### src/rtl/img_window_sched_pkg.sv
// Shared state encoding, default geometry and window helper for the image window scheduler.
package img_sched_pkg;

    typedef enum logic [1:0] {
        IDLE   = 2'd0,
        ARMED  = 2'd1,
        ACTIVE = 2'd2,
        DONE   = 2'd3
    } sched_state_e;

    localparam int unsigned PIX_W          = 8;
    localparam int unsigned DEF_IMG_W      = 225;
    localparam int unsigned DEF_IMG_H      = 225;
    localparam int unsigned DEF_H_ACTIVE   = 640;
    localparam int unsigned DEF_V_ACTIVE   = 480;
    localparam int unsigned DEF_X0         = 207;
    localparam int unsigned DEF_Y0         = 127;

    // Unsigned half-open span test: lo <= v < lo+len.
    function automatic logic in_span(input logic [31:0] v, input logic [31:0] lo,
                                     input logic [31:0] len);
        return (v >= lo) && (v < lo + len);
    endfunction

endpackage

### src/rtl/raster_pos_cnt.sv
// Raster x/y position tracker driven by the DE stream; vsync low returns to the origin.
module raster_pos_cnt
    import img_sched_pkg::*;
#(
    parameter int unsigned H_ACTIVE = DEF_H_ACTIVE,
    parameter int unsigned V_ACTIVE = DEF_V_ACTIVE
) (
    input  logic                        clk,
    input  logic                        rst_n,
    input  logic                        i_vsync,
    input  logic                        i_de,
    output logic [$clog2(H_ACTIVE)-1:0] o_x,
    output logic [$clog2(V_ACTIVE)-1:0] o_y,
    output logic                        o_de_dly
);

    localparam int unsigned XW = $clog2(H_ACTIVE);
    localparam int unsigned YW = $clog2(V_ACTIVE);

    logic [XW-1:0] x_q, x_d;
    logic [YW-1:0] y_q, y_d;
    logic          de_q;

    always_comb begin
        x_d = x_q;
        y_d = y_q;
        if (!i_vsync) begin
            x_d = '0;
            y_d = '0;
        end else if (de_q && !i_de) begin
            x_d = '0;
            if (y_q != YW'(V_ACTIVE - 1)) y_d = y_q + YW'(1);
        end else if (i_de) begin
            x_d = x_q + XW'(1);
        end
    end

    always_ff @(posedge clk) begin
        if (!rst_n) begin
            x_q  <= '0;
            y_q  <= '0;
            de_q <= 1'b0;
        end else begin
            x_q  <= x_d;
            y_q  <= y_d;
            de_q <= i_de;
        end
    end

    assign o_x      = x_q;
    assign o_y      = y_q;
    assign o_de_dly = de_q;

endmodule

### src/rtl/img_window_sched.sv
// Display-side scheduler: pops the loader FIFO for in-window pixels and emits a registered pixel/DE stream.
// Optional statistics outputs (o_uf_cnt, o_frame_cnt) are built when IMG_SCHED_STATS_EN is defined.
module img_window_sched
    import img_sched_pkg::*;
#(
    parameter int unsigned   IMG_W    = DEF_IMG_W,
    parameter int unsigned   IMG_H    = DEF_IMG_H,
    parameter int unsigned   H_ACTIVE = DEF_H_ACTIVE,
    parameter int unsigned   V_ACTIVE = DEF_V_ACTIVE,
    parameter int unsigned   X0       = DEF_X0,
    parameter int unsigned   Y0       = DEF_Y0,
    parameter logic [PIX_W-1:0] BG_VAL = 8'h00,
    parameter logic [PIX_W-1:0] UF_VAL = 8'hFF
) (
    input  logic             clk,
    input  logic             rst_n,
    input  logic             i_vsync,
    input  logic             i_de,
    input  logic [PIX_W-1:0] i_pix_data,
    input  logic             i_pix_valid,
    output logic             o_next,
    output logic [PIX_W-1:0] o_pix,
    output logic             o_de,
    output logic             o_frame_done,
    output logic             o_underflow
`ifdef IMG_SCHED_STATS_EN
    ,
    output logic [15:0]      o_uf_cnt,
    output logic [15:0]      o_frame_cnt
`endif
);

    localparam logic [15:0] LAST_IDX = 16'(IMG_W * IMG_H - 1);

    sched_state_e                  state_q;
    logic [$clog2(H_ACTIVE)-1:0]   x;
    logic [$clog2(V_ACTIVE)-1:0]   y;
    logic [15:0]                   win_cnt_q;
    logic [PIX_W-1:0]              pix_d;
    logic                          in_win, win_act, pop, underflow, last_pos;

    raster_pos_cnt #(
        .H_ACTIVE (H_ACTIVE),
        .V_ACTIVE (V_ACTIVE)
    ) u_pos (
        .clk      (clk),
        .rst_n    (rst_n),
        .i_vsync  (i_vsync),
        .i_de     (i_de),
        .o_x      (x),
        .o_y      (y),
        .o_de_dly (o_de)
    );

    assign in_win    = i_de && in_span(32'(x), X0, IMG_W) && in_span(32'(y), Y0, IMG_H);
    // vsync low gates the window so the loader is never popped while it clears its pointers
    assign win_act   = (state_q == ACTIVE) && i_vsync && in_win;
    assign pop       = win_act && i_pix_valid;
    assign underflow = win_act && !i_pix_valid;
    assign last_pos  = (32'(x) == X0 + IMG_W - 1) && (32'(y) == Y0 + IMG_H - 1);
    assign o_next    = pop;

    always_comb begin
        pix_d = BG_VAL;
        if (pop)            pix_d = i_pix_data;
        else if (underflow) pix_d = UF_VAL;
    end

    always_ff @(posedge clk) begin
        if (!rst_n) begin
            state_q      <= IDLE;
            o_pix        <= BG_VAL;
            o_frame_done <= 1'b0;
            o_underflow  <= 1'b0;
            win_cnt_q    <= '0;
        end else begin
            o_pix        <= pix_d;
            o_frame_done <= pop && (win_cnt_q == LAST_IDX);
            if (underflow) o_underflow <= 1'b1;
            if (pop)       win_cnt_q   <= win_cnt_q + 16'd1;
            case (state_q)
                IDLE:    ;
                ARMED: begin
                    win_cnt_q <= '0;
                    if (i_vsync) state_q <= ACTIVE;
                end
                ACTIVE:  if (pop && last_pos) state_q <= DONE;
                DONE:    ;
                default: state_q <= IDLE;
            endcase
            // Any vsync low (including mid-frame) re-arms for the next frame
            if (!i_vsync) state_q <= ARMED;
        end
    end

`ifdef IMG_SCHED_STATS_EN
    logic [15:0] uf_cnt_q, frame_cnt_q;

    always_ff @(posedge clk) begin
        if (!rst_n) begin
            uf_cnt_q    <= '0;
            frame_cnt_q <= '0;
        end else begin
            if (!i_vsync && state_q != ARMED)
                uf_cnt_q <= '0;
            else if (underflow && uf_cnt_q != 16'hFFFF)
                uf_cnt_q <= uf_cnt_q + 16'd1;
            if (o_frame_done) frame_cnt_q <= frame_cnt_q + 16'd1;
        end
    end

    assign o_uf_cnt    = uf_cnt_q;
    assign o_frame_cnt = frame_cnt_q;
`endif

endmodule

### config.mk
export PLATFORM = sky130hd
export DESIGN_NAME = img_window_sched
export DESIGN_NICKNAME = d
export VERILOG_FILES = /design/src/rtl/img_window_sched_pkg.sv /design/src/rtl/raster_pos_cnt.sv /design/src/rtl/img_window_sched.sv
export SDC_FILE = /design/constraint.sdc
export NUM_CORES = 1
export LEC_CHECK = 0
export CAP_MARGIN = 20
export CORE_MARGIN = 8
export CORE_UTILIZATION = 45
export DETAILED_ROUTE_END_ITERATION = 6
export PLACE_DENSITY = 0.66
export SETUP_SLACK_MARGIN = 0.02
export SLEW_MARGIN = 15
export SYNTH_ARGS = -nofsm -noshare
export SYNTH_HDL_FRONTEND = slang
export SYNTH_SLANG_ARGS = --single-unit
### constraint.sdc
create_clock -name clk -period 2.3 [get_ports clk]
set_clock_uncertainty 0.05 [all_clocks]
set_input_delay 0.345 -clock clk [delete_from_list [all_inputs] [get_ports clk]]
set_output_delay 0.345 -clock clk [all_outputs]
set_load 0.05 [all_outputs]
======== Word level (Yosys, flattened, before mapping) ========
Cells that the tools add are included.
operators by class
  $add $sub $neg .......................... 3
  order comparisons ....................... 4
  equal/unequal tests ..................... 9
  mux-type cells .......................... 5
  bitwise operators ....................... 2
  reductions and logical operators ........ 21
operator list
  kind                                                                                   number
  16-bit by 1-bit adder with 16-bit output (second input constant)                       1
  16-bit == test (second input constant)                                                 1
  8-bit 2-to-1 mux                                                                       2
  1-bit logical AND                                                                      12
  10-bit by 1-bit adder with 10-bit output (second input constant)                       1
  10-bit by 9-bit == test with 1-bit output (second input constant)                      1
  10-bit by 8-bit greater-or-equal comparator with 1-bit output (second input constant)  1
  10-bit by 9-bit less-than comparator with 1-bit output (second input constant)         1
  9-bit by 1-bit adder with 9-bit output (second input constant)                         1
  9-bit == test (second input constant)                                                  1
  9-bit by 7-bit greater-or-equal comparator with 1-bit output (second input constant)   1
  9-bit less-than comparator (second input constant)                                     1
  9-bit != test (second input constant)                                                  1
  2-bit AND reduction                                                                    4
  2-bit case mux with 2 select lines                                                     1
  3-bit by 1-bit != test with 1-bit output (second input constant)                       1
  3-bit by 2-bit != test with 1-bit output (second input constant)                       1
  3-bit OR reduction                                                                     1
  2-bit by 1-bit == test with 1-bit output (second input constant)                       1
  2-bit == test (second input constant)                                                  1
  1-bit logical NOT                                                                      2
  2-bit 2-to-1 mux                                                                       1
  2-bit by 1-bit != test with 1-bit output (second input constant)                       1
  1-bit inverter                                                                         2
  other kinds (3)                                                                        3
storage, ports and cells
  register bits ........................... 48
  bits of input ports ..................... 13
  output and inout port bits .............. 12
  word-level logic and storage cells ...... 53

======== Longest topological paths before layout ========
  depth after elaboration ................. 10
  gate-level depth with buffers ........... 8
  mapped depth without buffers ............ 7

======== By module ========
Synthesis repeated with hierarchy kept, for this count alone.
second synthesis, totals
  cells, all modules ...................... 270
  area, all modules ....................... 2296.0 sq um
by module, submodules not included
  module            instances  cells an instance  area an instance (sq um)  seq. area each (sq um)
  img_window_sched  1          162                1330.0                    560.5
  raster_pos_cnt    1          108                965.9                     400.4

======== Worst setup path after synthesis ========
No wires, ideal clock.
  path type ............................... register to register
  from .................................... reg u_pos.y_q[0] (netlist: u_pos.o_y[0])
  to ...................................... reg win_cnt_q[9]
  setup time .............................. 0.070 ns
  arrival time ............................ 1.926 ns
  required time ........................... 2.180 ns
  setup slack ............................. 0.254 ns
  cell stages (with the launch flop) ...... 9
  path buffers ............................ 1
  clock period less this slack ............ 2.046 ns
  path through ............................ dfxtp_1 ha_1 a21o_1 a311o_2 nand4_2 buf_2 inv_1 a21o_1 a21oi_1
between the ends
  cells in the longest elaborated chain, start to end .. 5
  elaborated cells between the ends (all ways) .. 6
  those cells by class .................... order compare (2); reduce/logical (4)
ends and longest elaborated chain
  item                                                                                                               RTL line                    text
  from (decl)                                                                                                        raster_pos_cnt.sv:21        logic [YW-1:0] y_q, y_d;
  from (signal assigned)                                                                                             raster_pos_cnt.sv:45        y_q <= y_d;
  9-bit by 7-bit greater-or-equal comparator with 1-bit output / 9-bit less-than comparator (equally long branches)  img_window_sched_pkg.sv:22  return (v >= lo) && (v < lo + len);
  1-bit logical AND *                                                                                                img_window_sched_pkg.sv:22
  1-bit logical AND *                                                                                                img_window_sched.sv:55      assign in_win = i_de && in_span(32'(x), X0, IMG_W) && in_span(32'(y), Y0, IMG_H);
  1-bit logical AND *                                                                                                img_window_sched.sv:57      assign win_act = (state_q == ACTIVE) && i_vsync && in_win;
  1-bit logical AND *                                                                                                img_window_sched.sv:58      assign pop = win_act && i_pix_valid;
  named net o_next                                                                                                   img_window_sched.sv:21      output logic o_next,
  to (signal assigned)                                                                                               img_window_sched.sv:80      if (pop) win_cnt_q <= win_cnt_q + 16'd1;
  to (decl)                                                                                                          img_window_sched.sv:38      logic [15:0] win_cnt_q;
The timed path passes the listed nets; every way through them passes the cells marked *.
A chain may end at the register's enable or synchronous reset.

======== Worst setup path after layout ========
  from .................................... reg u_pos.y_q[0] (netlist: u_pos.o_y[0])
  to ...................................... out o_next
between the ends
  cells in the longest elaborated chain, start to end .. 5
  elaborated cells between the ends (all ways) .. 6
  those cells by class .................... order compare (2); reduce/logical (4)
ends and longest elaborated chain
  item                                                                                                               RTL line
  9-bit by 7-bit greater-or-equal comparator with 1-bit output / 9-bit less-than comparator (equally long branches)  img_window_sched_pkg.sv:22
  1-bit logical AND *                                                                                                img_window_sched_pkg.sv:22
  1-bit logical AND *                                                                                                img_window_sched.sv:55
  1-bit logical AND *                                                                                                img_window_sched.sv:57
  1-bit logical AND *                                                                                                img_window_sched.sv:58
  to (decl)                                                                                                          img_window_sched.sv:21
Mark *: on every way between the ends. The rest lies on a longest branch, timed or not.

==> results.toml <==
[run_status]
outcome = "completed"

[timing]
setup_ws_ns = 0.07696
finalSetupViolations = 0
tns_ns = 0
final_hold_viol_count = 0
maxSlewHeadroom = 0.5194
timing.fmax_ghz = 0.4498
hold_slack_ns = 0.4092
fin_crit_sh = 0.9665
worst_pin_slew_ns = 0.7160
period_needed_ns = 2.223
rsz0062_at_grt = "true"
slew_viol_final = 0

[floorplanning]
dieHeight_um = 85.30
start_util = 0.4605
die-area_mm2 = 0.007275
num_rows = 25
die-width_um = 85.30
ios = 25
design.core.area_mm2 = 0.004692

[grt]
grt_overflow = 0
grt_start_max_net_pins = 16
antenna_found_initial = 0
track_usage = 0.1319
grt_pass1_vias = 1751
grt_pass1_wl_mm = 7.859

[layout]
fin_cells = 343
syn2layout_area_growth_pct = 24.44
final_nets = 305
layout_common_cells = "44 x dfxtp_1, 27 x nor2_1, 25 x nand2_1, 23 x a21oi_1, 23 x clkdlybuf4s50_1"
diodes = 0
layout_commonest_cell = "dfxtp_1"
n_fill_cell = 426
drive_above_1_share = 0.1176

[setup_path]
critPathArrivalTime_ns = 1.83
critPathSlowestCell = "a311o_2"
criticalPathCategory = "reg2out"
worstPathRequired_ns = 1.90
rrSetupSlack_ns = 0.09
cp_common_cell = "buf_12"
cp_slowest_stage_delay_ns = 0.40
r2r-start = "u_pos.o_x[0]"
worstPathCellList = "ha_2, a21o_1, a311o_2, nand4_4, buf_12, inv_1, buf_12"
rr_endpoint = "win_cnt_q[5]"
rr_worst_depth = 8
start_kind = "register"
path_max_fanout = 4
crit_path_end_kind = "primary output"

[placed_design]
dp.cells = 330
post-dp-hpwl_mm = 3.120
place_ws_ns = -0.01040
place_congestion = 0.8040
port_buffers = 24

[synthesis]
async_reset_ff_frac = 0
ys.flop_type = "dfxtp_1"
synth_edf_count = 0
ys_ff_latch = 48
synthAdderAreaFrac = 0.02316
yosysTopAreaCellShare = 0.4447
synth_top_family_by_area = "simple AND/OR/NAND/NOR gates"
netlist.top_cell.by_area = "dfxtp_1"
synth_compound_area_frac = 0.1407
avgSynthCellArea_um2 = 8.507
syn_inst = 254
synth-xor-area-share = 0.07296
muxShareOfSynthArea = 0.009265
yosys.area_share.simple = 0.2559
synth.top_cells.by_area = "dfxtp_1 44%, a21oi_1 6.0%, xor2_1 5.3%"
yosysSeqAreaShare = 0.4447
synth.distinct_cells = 42
syn_area_mm2 = 0.002161
syn-num-nets = 271
yosys_warnings = 0

[route]
wl_mm = 4.641
drc = 0
drt_iter0_markers = 137
vias = 1863
avgRoutedWirePerCell_um = 13.53
viasPerCell = 5.431
ant_nets = 0
firstDrtPassIters = 4

[power_and_ir_drop]
power.density_mw_per_mm2 = 525.4
power_mw = 1.413
leakagePower_nw = 0.9384
ir_drop_v = 0.0003277

[clocking]
cts_tree = "done"
insertion_delay_ns = 0.29
clockBufferDepth = 2
clk_pin_slew_ns = 0.08
cts_made_buffers = 5
cts_root_buffer = "clkbuf_8"
cts_num_sinks = 48
htreeDepth = 2

[hold_path]
min-delay-start = "o_underflow"
hold_depth = 2
min_to = "o_underflow"
hold_path.class = "reg2reg"

[job]
drv_cap = 0
## layout make-up
type	instances	area [um^2]	area share
Sequential cell	48	965.9	0.3592
Timing Repair Buffer	36	377.9	0.1405
Clock buffer	8	90.09	0.03350
Inverter	16	60.06	0.02234
Multi-Input combinational cell	181	1127	0.4193
Tap cell	54	67.56	0.02513
## state kept, by name (all words and copies together) (netlist names)
name,flops
o_underflow,1
u_pos.o_de_dly,1
u_pos.o_x,10
o_frame_done,1
u_pos.o_y,9
o_pix,8
win_cnt_q,16
state_q,2
## routing by layer
metal  track usage  wire (um)  vias up
met5             0          0        -
met3       0.05116        301        7
met2        0.2031       2045       33
met1        0.1567       2203      865
li1              -          -      958
met4       0.06369         90        0
## worst max path at each step
| stage | from | endpoint | slack, ns | depth (start not counted) |
|---|---|---|---|---|
| after floorplan | u_pos.o_y[0] | win_cnt_q[9] | 0.25 | 8 |
| after detailed placement | i_de | win_cnt_q[15] | -0.01 | 7 |
| after global routing | u_pos.o_x[0] | win_cnt_q[14] | 0.01 | 8 |
| after CTS | u_pos.o_x[0] | o_next | 0.06 | 7 |
| final | u_pos.o_y[0] | o_next | 0.08 | 7 |
| after global placement | i_de | win_cnt_q[5] | 0.02 | 7 |
## through the flow
| step | cell area (um^2) | util |
|---|---|---|
| after global routing | 2689 | 0.5731 |
| after floorplan | 2161 | - |
| final | 2689 | 0.5731 |
| after global placement | 2489 | 0.5304 |
| after detailed placement | 2489 | 0.5304 |
| after CTS | 2659 | 0.5667 |
## worst max-delay path, delay by kind of cell, from the launching register on
family,cells,cell delay [ns]
AOI/OAI and AO/OA,2,0.56
DFF,1,0.35
buffers and inverters,3,0.32
adders and majority gates,1,0.21
and+or+nand+nor,1,0.10
## report_power, final
group          internal (mW)  switching [mW]
combinational         0.0331          0.0334
clock                  0.246           0.262
sequential             0.835         0.00410
total                   1.11           0.299
## Yosys cell counts, drive strengths merged (3+ instances only)
cell and n:
nand3 12, ha 4, buf 4, or4 6
nand4 9, dfxtp 48, o21ai 9, or3 7
a21oi 26, a21o 3, and3 4, o31ai 6
xnor2 5, inv 16, nor2 27, xor2 13
clkbuf 5, nand2 25
## timing repair
action | CTS | global route
endpoints found under the setup margin | 1 | 10
gates resized for setup | 4 | 9
gates cloned | 1 | 0
hold buffers | 0 | 0
setup buffers | 4 | 0
pin swaps | 1 | 1
## logic make-up after synthesis
group	after synthesis
compound gates	51
mux	2
simple gates	106
buf+inv	25
flops	48
fa+ha+maj	4
xor+xnor	18
Note: power is estimated with default switching activity, not from simulation.
==> patch: new RTL, config.mk and constraints unchanged <==
Register the inputs `i_de`, `i_pix_data` and `i_pix_valid` before use, without a reset. The logic sees them one clock later. The other inputs are not delayed to match.
--- a/src/rtl/img_window_sched.sv
+++ b/src/rtl/img_window_sched.sv
@@ -34,2 +34,12 @@
 
+    logic i_de_q;
+    logic [PIX_W-1:0] i_pix_data_q;
+    logic i_pix_valid_q;
+
+    always_ff @(posedge clk) begin
+        i_de_q        <= i_de;
+        i_pix_data_q  <= i_pix_data;
+        i_pix_valid_q <= i_pix_valid;
+    end
+
     sched_state_e                  state_q;
@@ -48,3 +58,3 @@
         .i_vsync  (i_vsync),
-        .i_de     (i_de),
+        .i_de     (i_de_q),
         .o_x      (x),
@@ -54,7 +64,7 @@
 
-    assign in_win    = i_de && in_span(32'(x), X0, IMG_W) && in_span(32'(y), Y0, IMG_H);
+    assign in_win    = i_de_q && in_span(32'(x), X0, IMG_W) && in_span(32'(y), Y0, IMG_H);
     // vsync low gates the window so the loader is never popped while it clears its pointers
     assign win_act   = (state_q == ACTIVE) && i_vsync && in_win;
-    assign pop       = win_act && i_pix_valid;
-    assign underflow = win_act && !i_pix_valid;
+    assign pop       = win_act && i_pix_valid_q;
+    assign underflow = win_act && !i_pix_valid_q;
     assign last_pos  = (32'(x) == X0 + IMG_W - 1) && (32'(y) == Y0 + IMG_H - 1);
@@ -64,3 +74,3 @@
         pix_d = BG_VAL;
-        if (pop)            pix_d = i_pix_data;
+        if (pop)            pix_d = i_pix_data_q;
         else if (underflow) pix_d = UF_VAL;
Check against the original RTL: not equivalent (a bounded check fails within 4 cycles, from zero or initial values and one cycle with rst_n low).
==> patch against the unedited design <==
  * Count of clock-buffer cells in the layout up 1
  * Sequential power up 22%
  * Sequential cell count up 10
  * Worst setup slack better by 0.077 ns
  * Critical endpoint unchanged
  * Die area up 11%
  * Final area up 14%
  * Largest power group unchanged
  * Synthesized cell count up 5.9%
  * Synthesized area up 13%
  * Total power up 41%
  * Critical path depth down 2
  * Routed wire length up 7.2%
==> patch: results (changes against the unedited design) <==
metric,value,unit,change
share of layout cells above drive strength 1,13.0,%,was 11.8%
sequential power,1.02,mW,was 839 uW
met2 usage,22.7,%,was 20.3%
largest cells by area after synthesis,"dfxtp_1, a21oi_1, xor2_1",,unchanged
clk_lat worst skew,0.33,ns,was 0.29 ns
dpl hpwl,3.58,mm,was 3.12 mm
htree depth,3,,was 2
layout filler cell count,488,,was 426
measured slew at the worst slew-check pin,0.528,ns,was 0.716 ns
status,"finished, final reports clean",,unchanged
DR vias,2049,,was 1863
met1 usage,15.1,%,was 15.7%
final net count,327,,was 305
start point of the worst hold path,i_pix_data_q[7]$_DFF_P_,,was o_underflow$_SDFFE_PN0P_
post-placement cell area,2830,um2,was 2490 um2
WL/cell,12.9,um,was 13.5 um
reg2reg setup slack,0.18,ns,was 0.09 ns
origin of the critical flop-to-flop path,u_pos.o_x[1]$_SDFFE_PP0P_,,was u_pos.o_x[0]$_SDFFE_PP0P_
CP startpoint,state_q[0]$_SDFFE_PN0P_,,was u_pos.o_y[0]$_SDFFE_PN0P_
total track usage,13.7,%,was 13.2%
vias per std cell,5.29,,was 5.43
vias in the first global route,1926,,was 1751
crit-path max FO,5,,was 4
RR Endpoint,win_cnt_q[14]$_SDFFE_PP0P_,,was win_cnt_q[5]$_SDFFE_PP0P_
largest net degree at the start of global routing,20,,was 16
leakage,1.14,nW,was 0.938 nW
Max VDD drop,0.440,mV,was 0.328 mV
initial DRC count,83,,was 137
-- patch: changes by cell type after synthesis, moves of 3 or more --
cell / before / now
nand2_1: 25 / 20
or4_1: 6 / 11
xor2_1: 13 / 10
dfxtp_1: 48 / 58
nor2_1: 27 / 23
-- patch: cell type report --
type                    count  area share, %
inverters                  18           2.20
multi-input cells         185           38.6
repair buffers             38           12.1
clock buffers               9           4.04
flip-flops and latches     58           37.9
clock inverters             7           2.28
well taps                  72           2.94
-- patch: kinds of logic after synthesis --
group | count (synthesis) | share of synthesized area, %
AO/OA/AOI/OAI | 56 | 14.0
buffers and inverters | 26 | 4.76
multiplexers | 2 | 0.819
XOR/XNOR | 16 | 5.73
flip-flops | 58 | 47.5
AND/OR/NAND/NOR | 107 | 25.1
adder cells (fa/ha/maj) | 4 | 2.05
-- patch: what timing repair did --
action,in CTS,in global routing
pin swaps,0,3
setup buffers,0,3
hold buffers,0,0
gates resized for setup,1,4
cloned,0,0
endpoints found under the setup margin,1,1
-- patch: metrics by stage --
| stage | hold WS (ns) | power [mW] | setup slack, ns | utilization, % |
|---|---|---|---|---|
| after floorplan | 0.323 | 1.08 | 0.389 | - |
| after global placement | 0.367 | 1.11 | -0.0413 | 52.7 |
| after detailed placement | 0.371 | 1.12 | -0.0676 | 52.7 |
| after CTS | 0.381 | 2.03 | 0.0273 | 56.5 |
| after global routing | 0.378 | 2.09 | 0.0259 | 57.1 |
| final | 0.384 | 2.00 | 0.154 | 57.1 |
-- patch: per-layer routing --
metal  share of wire [%]  vias up
li1                    -     1048
met1                  45      973
met2                  50       22
met3                 3.3        6
met4                 1.3        0
met5                   0        -
-- patch: critical path: stages (launching register included) --
cell and delay, ns:
dfxtp_1 0.33, nand4bb_1 0.30, nor4b_4 0.37, nand4_4 0.16
inv_2 0.12, buf_12 0.14
